## src/rtl/cla_pkg.sv

```systemverilog
// Shared constants and FSM encoding for the nibble-serial CLA adder.
package cla_pkg;

  localparam int NIBBLE_W = 4;

  typedef enum logic [1:0] {
    IDLE = 2'd0,
    RUN  = 2'd1,
    DONE = 2'd2
  } state_e;

endpackage

```

## src/rtl/carry_top.sv

```systemverilog
// 4-bit carry-lookahead adder slice: all carries from generate/propagate terms.
import cla_pkg::*;

module carry_top (
  input  logic [NIBBLE_W-1:0] a,
  input  logic [NIBBLE_W-1:0] b,
  input  logic                cin,
  output logic [NIBBLE_W-1:0] sum,
  output logic                cout
);

  logic [NIBBLE_W-1:0] g, p;
  logic [NIBBLE_W:0]   c;

  always_comb begin
    g    = a & b;
    p    = a ^ b;
    c[0] = cin;
    c[1] = g[0] | (p[0] & cin);
    c[2] = g[1] | (p[1] & g[0]) | (p[1] & p[0] & cin);
    c[3] = g[2] | (p[2] & g[1]) | (p[2] & p[1] & g[0]) | (p[2] & p[1] & p[0] & cin);
    c[4] = g[3] | (p[3] & g[2]) | (p[3] & p[2] & g[1]) | (p[3] & p[2] & p[1] & g[0])
         | (p[3] & p[2] & p[1] & p[0] & cin);
    sum  = p ^ c[NIBBLE_W-1:0];
    cout = c[NIBBLE_W];
  end

endmodule

```

## src/rtl/cla_serial_add16.sv

```systemverilog
// Nibble-serial adder: one shared CLA slice walks the latched operands LSB-first,
// rippling the carry through a register, then holds the result until taken.
import cla_pkg::*;

module cla_serial_add16 #(
  parameter int NIBBLES = 4,
  localparam int W      = NIBBLE_W * NIBBLES,
  localparam int IDX_W  = (NIBBLES > 1) ? $clog2(NIBBLES) : 1
) (
  input  logic         clk,
  input  logic         rst_n,
  input  logic         in_valid,
  output logic         in_ready,
  input  logic [W-1:0] a,
  input  logic [W-1:0] b,
  input  logic         cin,
  output logic         out_valid,
  input  logic         out_ready,
  output logic [W-1:0] sum,
  output logic         cout,
  output logic         ovf,
  output logic         busy
);

  state_e                              state_q, state_d, state_eff;
  logic [IDX_W-1:0]                    idx_q, idx_d;
  logic                                carry_q, carry_d;
  logic [NIBBLES-1:0][NIBBLE_W-1:0]    a_q, a_d, b_q, b_d, sum_q, sum_d;
  logic                                cout_q, cout_d, ovf_q, ovf_d;
  logic [NIBBLE_W-1:0]                 slice_a, slice_b, slice_sum;
  logic                                slice_cout;
  logic                                last_nib;

  // The unused encoding 2'd3 decodes as IDLE everywhere.
  assign state_eff = (state_q == RUN || state_q == DONE) ? state_q : IDLE;

  assign slice_a  = a_q[idx_q];
  assign slice_b  = b_q[idx_q];
  assign last_nib = (idx_q == IDX_W'(NIBBLES - 1));

  carry_top u_slice (
    .a    (slice_a),
    .b    (slice_b),
    .cin  (carry_q),
    .sum  (slice_sum),
    .cout (slice_cout)
  );

  always_comb begin
    state_d = state_q;
    idx_d   = idx_q;
    carry_d = carry_q;
    a_d     = a_q;
    b_d     = b_q;
    sum_d   = sum_q;
    cout_d  = cout_q;
    ovf_d   = ovf_q;
    case (state_eff)
      RUN: begin
        sum_d[idx_q] = slice_sum;
        carry_d      = slice_cout;
        idx_d        = idx_q + IDX_W'(1);
        if (last_nib) begin
          state_d = DONE;
          idx_d   = '0;
          cout_d  = slice_cout;
          // carry into the MSB recovered from the MSB sum bit
          ovf_d   = a_q[NIBBLES-1][NIBBLE_W-1] ^ b_q[NIBBLES-1][NIBBLE_W-1]
                  ^ slice_sum[NIBBLE_W-1] ^ slice_cout;
        end
      end
      DONE: begin
        if (out_ready) state_d = IDLE;
      end
      default: begin
        if (in_valid) begin
          state_d = RUN;
          a_d     = a;
          b_d     = b;
          carry_d = cin;
          idx_d   = '0;
          sum_d   = '0;
          cout_d  = 1'b0;
          ovf_d   = 1'b0;
        end
      end
    endcase
  end

  always_ff @(posedge clk) begin
    if (!rst_n) begin
      state_q <= IDLE;
      idx_q   <= '0;
      carry_q <= 1'b0;
      a_q     <= '0;
      b_q     <= '0;
      sum_q   <= '0;
      cout_q  <= 1'b0;
      ovf_q   <= 1'b0;
    end else begin
      state_q <= state_d;
      idx_q   <= idx_d;
      carry_q <= carry_d;
      a_q     <= a_d;
      b_q     <= b_d;
      sum_q   <= sum_d;
      cout_q  <= cout_d;
      ovf_q   <= ovf_d;
    end
  end

  assign in_ready  = (state_eff == IDLE);
  assign out_valid = (state_eff == DONE);
  assign busy      = (state_eff != IDLE);
  assign sum       = sum_q;
  assign cout      = cout_q;
  assign ovf       = ovf_q;

endmodule

```

## config.mk

```make
export PLATFORM = sky130hd
export DESIGN_NAME = cla_serial_add16
export DESIGN_NICKNAME = d
export VERILOG_FILES = /design/src/rtl/cla_pkg.sv /design/src/rtl/carry_top.sv /design/src/rtl/cla_serial_add16.sv
export SDC_FILE = /design/constraint.sdc
export NUM_CORES = 1
export LEC_CHECK = 0
export ABC_CLOCK_PERIOD_IN_PS = 6500
export BUFFER_PORTS_ARGS = -buffer_cell sky130_fd_sc_hd__buf_2
export CELL_PAD_IN_SITES_DETAIL_PLACEMENT = 0
export CELL_PAD_IN_SITES_GLOBAL_PLACEMENT = 1
export CORE_MARGIN = 4
export CORE_UTILIZATION = 43
export CTS_CLUSTER_SIZE = 20
export DETAILED_ROUTE_END_ITERATION = 7
export PLACE_DENSITY_LB_ADDON = 0.1
export SLEW_MARGIN = 20
export SYNTH_ARGS = -nofsm -noshare
export SYNTH_HDL_FRONTEND = slang
export SYNTH_SLANG_ARGS = --single-unit
```

## constraint.sdc

```tcl
create_clock -name clk -period 6.5 [get_ports clk]
set_clock_uncertainty 0.2 [all_clocks]
set_input_delay 0.65 -clock clk [delete_from_list [all_inputs] [get_ports clk]]
set_output_delay 0.65 -clock clk [all_outputs]
set_load 0.05 [all_outputs]
```

==> flow_summary.ini, run 1 <==
[job]
cap_viol_max_count = 0

[placement]
portBuffers = 57
dp_hpwl_um = 3950
finalWeightedCongestion = 0.733
dpl_cell_area_um2 = 2850
post-place-ws_ns = 3.34

[synth]
synth_top_family_by_area = compound AO/OA/AOI/OAI gates
syn_area_um2 = 2540
synth_fp_nets = 323
synthFlopType = dfxtp_1
synth-simple-area-share_pct = 18.4
synth-compound-area-share_pct = 20.0
synth_xor_area_share_pct = 1.38
netlist_instances = 275
yosysSeqAreaShare_pct = 43.3
yosys.area_share.adder_pct = 5.71
synth_edf_count = 0
async_flop_share_pct = 0
syn_avg_cell_area_um2 = 9.24
synth-seq-cells = 55
yosys_warnings = 0
synth.distinct_cells = 35
muxShareOfSynthArea_pct = 7.48

[timing]
setup_viol = 0
period_share_pct = 47.8
fin_crit_ns = 3.11
worst_pin_slew_ns = 1.04
max_slew_margin_pct = 30.8
finalSetupTns_ns = 0
rsz0062_at_grt = false
final_max_slew_viol_count = 0
fmax_ghz = 0.322
hold_viol = 0
layout_setup_ws_ns = 3.39

[cells_and_area]
finish.net_count = 371
fillerInstances = 576
syn_to_final_growth_pct = 16.6
fin_util_pct = 52.9
postLayoutCellArea_um2 = 2960
layout_commonest_cell = nand2_1
n_antenna_cell = 0
final_cell_mix = nand2_1 (71), buf_2 (57), dfxtp_1 (55)
drive_above_1_share_pct = 23.8

[setup_path]
cp-end-kind = flip-flop
critPathKind = flip-flop to flip-flop
worstPathCellList = mux4_2 -> ha_1 -> a211oi_2 -> o21ai_1 -> nor2b_2 -> a211o_1 -> a32o_1
crit_fanout = 12
crit_path_start_kind = flip-flop
reg2reg_depth = 7
required_ns = 6.50
cp_slowest_stage_delay_ns = 0.76
cp.arrival_ns = 3.11
crit_path_top_delay_cell = dfxtp_1

[global_route]
grt_pass1_vias = 1972
antenna_found_initial = 0
gr-total-overflow = 0
grt_pass1_wl_um = 9110
grt_max_degree = 52
grtUsageTotal_pct = 15.4

[hold_path]
hold_class = flip-flop to flip-flop
worstHoldPathCells = 2

[drt]
viasPerCell = 5.04
drt-total-wl_um = 5310
antenna_left = 0
vias = 1997
drt-initial-drc-count = 63
dr.pass1.iters = 4
drc = 0
wl_per_cell_um = 13.4

[die]
ios = 58
dieWidth_um = 84.9
start_util_pct = 45.3
rows = 27
dieArea_um2 = 7200
die_h_um = 84.9
core_um2 = 5610

[cts]
clockRootBuffer = clkbuf_8
clock_path_buffers = 2
cts_setup_buffers = 0
cts-resized-gates = 0
tritoncts = done
cts.hold.buffers_added = 0
numCtsBuffers = 5
path_clk_slew_ns = 0.09
h-tree-depth = 2
cts_sinks = 55
insertion_delay_ns = 0.31

[pwr]
p_per_area_nw_per_um2 = 362
leakage_nw = 1.26
finalPower_mw = 1.07
irDropWorstVdd_mv = 0.167

[run_status]
status = finished clean
## logic make-up (layout without fill, tap and decap cells)
group | Yosys count | after routing
buffers and inverters | 23 | 72
flip-flops | 55 | 55
XOR/XNOR | 4 | 4
adder cells (fa/ha/maj) | 11 | 11
AND/OR/NAND/NOR | 105 | 105
AO/OA/AOI/OAI | 68 | 68
multiplexers | 9 | 9
## sequential cells by signal, summed over array words and instances, names as in the netlist
register / flops
cout: 1
carry_q: 1
sum: 16
b_q: 16
state_q: 2
ovf: 1
idx_q: 2
a_q: 16
## synth_stat cells, types with 3 or more instances
| library cell | n | area [um^2] |
|---|---|---|
| a21boi_0 | 32 | 240 |
| ha_1 | 10 | 125 |
| inv_1 | 7 | 26.3 |
| buf_2 | 5 | 25.0 |
| nand2_1 | 71 | 267 |
| nor2_1 | 6 | 22.5 |
| xnor2_1 | 3 | 26.3 |
| a22oi_1 | 13 | 97.6 |
| mux4_2 | 8 | 180 |
| a21oi_1 | 3 | 15.0 |
| nor2b_1 | 16 | 100 |
| a21o_1 | 4 | 30.0 |
| clkbuf_1 | 11 | 41.3 |
| o21ai_0 | 3 | 15.0 |
| a22o_1 | 4 | 35.0 |
| and2_1 | 3 | 18.8 |
| dfxtp_1 | 55 | 1100 |
## metrics by stage
stage | instances | hold slack, ns
global placement | 388 | 0.234
global route | 396 | 0.305
finish | 396 | 0.263
CTS | 396 | 0.267
detailed placement | 388 | 0.244
floorplan | 275 | 0.240
## metal layers
metal  global-route usage [%]  wire length [um]  vias to the layer above
met5                        0                 0                        -
met4                     3.45                55                        0
met3                     3.50               261                        6
met2                     25.3              2400                       42
met1                     20.8              2600                      907
li1                         -                 -                     1042
## final timing paths
path / startpoint / endpoint / slack, ns
max: idx_q[0] / ovf / 3.39
min reg2reg: cout / cout / 0.26
max reg2reg: idx_q[0] / ovf / 3.39
min: cout / cout / 0.26
## where the power goes
group          leakage (nW)  total (mW)  internal (mW)  switching (mW)
logic                 0.753       0.415          0.151           0.264
registers             0.449       0.432          0.388          0.0440
clock network        0.0581       0.225          0.115           0.110
## cell type report
class / instances / area, um^2 / share of cell area, %
clock buffers: 5 / 68.8 / 2.32
clock inverters: 3 / 43.8 / 1.48
inverters: 7 / 26.3 / 0.886
multi-input cells: 197 / 1350 / 45.5
flip-flops and latches: 55 / 1100 / 37.1
well taps: 72 / 90.1 / 3.04
repair buffers: 57 / 285 / 9.62
## worst max-delay path, delay by kind of cell (launching register included)
kind	cells	cell delay, ns
AND/OR/NAND/NOR	1	0.20
AO/OA/AOI/OAI	4	0.87
multiplexers	1	0.62
flip-flops	1	0.76
adder cells (fa/ha/maj)	1	0.34
Power figures use the tool's default switching activity.
==> run 2, diff against run 1 <==
--- a/config.mk
+++ b/config.mk
@@ -5,12 +5,12 @@
 export SDC_FILE = /design/constraint.sdc
 export NUM_CORES = 1
 export LEC_CHECK = 0
-export ABC_CLOCK_PERIOD_IN_PS = 6500
+export ABC_CLOCK_PERIOD_IN_PS = 3100
 export BUFFER_PORTS_ARGS = -buffer_cell sky130_fd_sc_hd__buf_2
 export CELL_PAD_IN_SITES_DETAIL_PLACEMENT = 0
 export CELL_PAD_IN_SITES_GLOBAL_PLACEMENT = 1
 export CORE_MARGIN = 4
-export CORE_UTILIZATION = 43
+export CORE_UTILIZATION = 40
 export CTS_CLUSTER_SIZE = 20
 export DETAILED_ROUTE_END_ITERATION = 7
 export PLACE_DENSITY_LB_ADDON = 0.1
==> constraint.sdc (replaced) <==
create_clock -name clk -period 3.1 [get_ports clk]
set_clock_uncertainty 0.2 [all_clocks]
set_input_delay 0.31 -clock clk [delete_from_list [all_inputs] [get_ports clk]]
set_output_delay 0.31 -clock clk [all_outputs]
set_load 0.05 [all_outputs]
==> run 2 against run 1 <==
Final area grew 1.3%. Core utilization shrank 3.0 points. Final cell count grew 2.0%. Combinational power grew 130%. Worst hold slack lost 0.22 ns. Sequential share of layout area shrank 0.46 points. Highest routed layer unchanged. Critical path depth grew 1. Largest cell class unchanged. Total power grew 110%.
==> flow_summary.ini, run 2 (synthesized netlist as in run 1, its figures left out) <==
[cells_and_area]
multi_input_area_um2 = 1350
n_antenna_cell = 0
syn_to_final_growth_pct = 18.1
seq_area_um2 = 1100
drive_above_1_share_pct = 24.3
layout_commonest_cell = nand2_1
fillerInstances = 612
final_cells = 404
finish.net_count = 377
fin_util_pct = 49.8
final_cell_mix = nand2_1 (71), buf_2 (57), dfxtp_1 (55)
postLayoutCellArea_um2 = 3000

[placement]
dp_hpwl_um = 4070
post-place-ws_ns = 0.289
finalWeightedCongestion = 0.735
placed_cells = 397
dpl_cell_area_um2 = 2900
portBuffers = 57

[global_route]
grtUsageMet3_pct = 3.10
use_met1_pct = 20.9
grt_use_met2_pct = 23.7
grt_pass1_wl_um = 9100
grt_pass1_vias = 1894
top_usage_layer = met2
grtUsageTotal_pct = 15.3
gr-total-overflow = 0
grt_max_degree = 33
antenna_found_initial = 0

[cts]
numCtsBuffers = 5
insertion_delay_ns = 0.30
cts-resized-gates = 0
cts_setup_buffers = 0
h-tree-depth = 2
path_clk_slew_ns = 0.09
tritoncts = done
clockRootBuffer = clkbuf_8
clock_path_buffers = 2
cts.hold.buffers_added = 0
cts_sinks = 55

[die]
core_um2 = 6030
dieWidth_um = 87.7
dieArea_um2 = 7690
rows = 28
ios = 58
die_h_um = 87.7
start_util_pct = 42.2

[drt]
dr.pass1.iters = 4
wl_per_cell_um = 13.7
vias = 2006
drc = 0
drt-total-wl_um = 5550
drt-initial-drc-count = 80
antenna_left = 0
viasPerCell = 4.97

[setup_path]
cp.arrival_ns = 2.81
crit_path_start_kind = flip-flop
worstPathCellList = buf_4 -> mux4_2 -> ha_1 -> a21o_1 -> a221o_1 -> and3b_1 -> o21ai_1 -> a32o_1
required_ns = 3.10
r2r-start = idx_q[0]
critPathKind = flip-flop to flip-flop
reg2reg_setup_slack_ns = 0.30
crit_path_top_delay_cell = mux4_2
timing.rr.end = ovf
crit_fanout = 12
crit_buf_inv = 1
cp_slowest_stage_delay_ns = 0.56
path_delay_family = compound AO/OA/AOI/OAI gates
reg2reg_depth = 8
cp-end-kind = flip-flop

[hold_path]
worstHoldPathCells = 3
min_from = a[6]
whs_endpoint = a_q[6]
hold_class = input port to flip-flop

[timing]
worst_pin_slew_ns = 0.548
rsz0062_at_grt = false
layout_setup_ws_ns = 0.296
period_share_pct = 90.4
fmax_ghz = 0.357
max_slew_margin_pct = 63.4
finalSetupTns_ns = 0
setup_viol = 0
worst_hold_slack_ns = 0.0408
hold_viol = 0
final_max_slew_viol_count = 0
fin_crit_ns = 2.80

[pwr]
finalPower_mw = 2.28
p_per_area_nw_per_um2 = 760
irDropWorstVdd_mv = 0.447
leakage_nw = 1.28

[run_status]
status = finished clean

[job]
cap_viol_max_count = 0
==> run 2: changes by cell type in the layout (fill, tap and decap cells not counted) <==
cell,before,now
buf_4,0,6
and2_2,1,0
clkinv_2,1,0
clkbuf_1,0,1
and2_1,2,3
clkinv_4,1,0
==> run 2: worst max-delay path by stage <==
stage / cells past startpoint / slack, ns / endpoint / start
5_1_grt: 7 / 0.13 / ovf / idx_q[1]
6_report: 8 / 0.30 / ovf / idx_q[0]
2_1_floorplan: 8 / 0.28 / ovf / idx_q[0]
4_1_cts: 8 / 0.27 / ovf / idx_q[0]
3_3_place_gp: 8 / 0.33 / ovf / idx_q[0]
3_5_place_dp: 8 / 0.29 / ovf / idx_q[0]
==> run 2: power by group <==
group          total [mW]  switching [mW]  internal, mW
Clock               0.458           0.221         0.237
Combinational       0.941           0.589         0.352
Sequential          0.883          0.0693         0.813
==> run 2: worst min-delay path: stages <==
cell	delay, ns
buf_2	0.10
nand2_1	0.04
a21boi_0	0.06
==> run 2: cell type report <==
class | instances | area share [%]
inverters | 7 | 0.875
repair buffers | 63 | 11.0
well taps | 75 | 3.13
multi-input cells | 197 | 44.9
clock inverters | 1 | 1.00
clock buffers | 6 | 2.42
flip-flops and latches | 55 | 36.7
==> run 2: metal layers <==
| layer | up-vias | routed length (um) |
|---|---|---|
| met2 | 44 | 2560 |
| met4 | 0 | 85 |
| met3 | 6 | 265 |
| met5 | - | 0 |
| met1 | 909 | 2630 |
| li1 | 1047 | - |
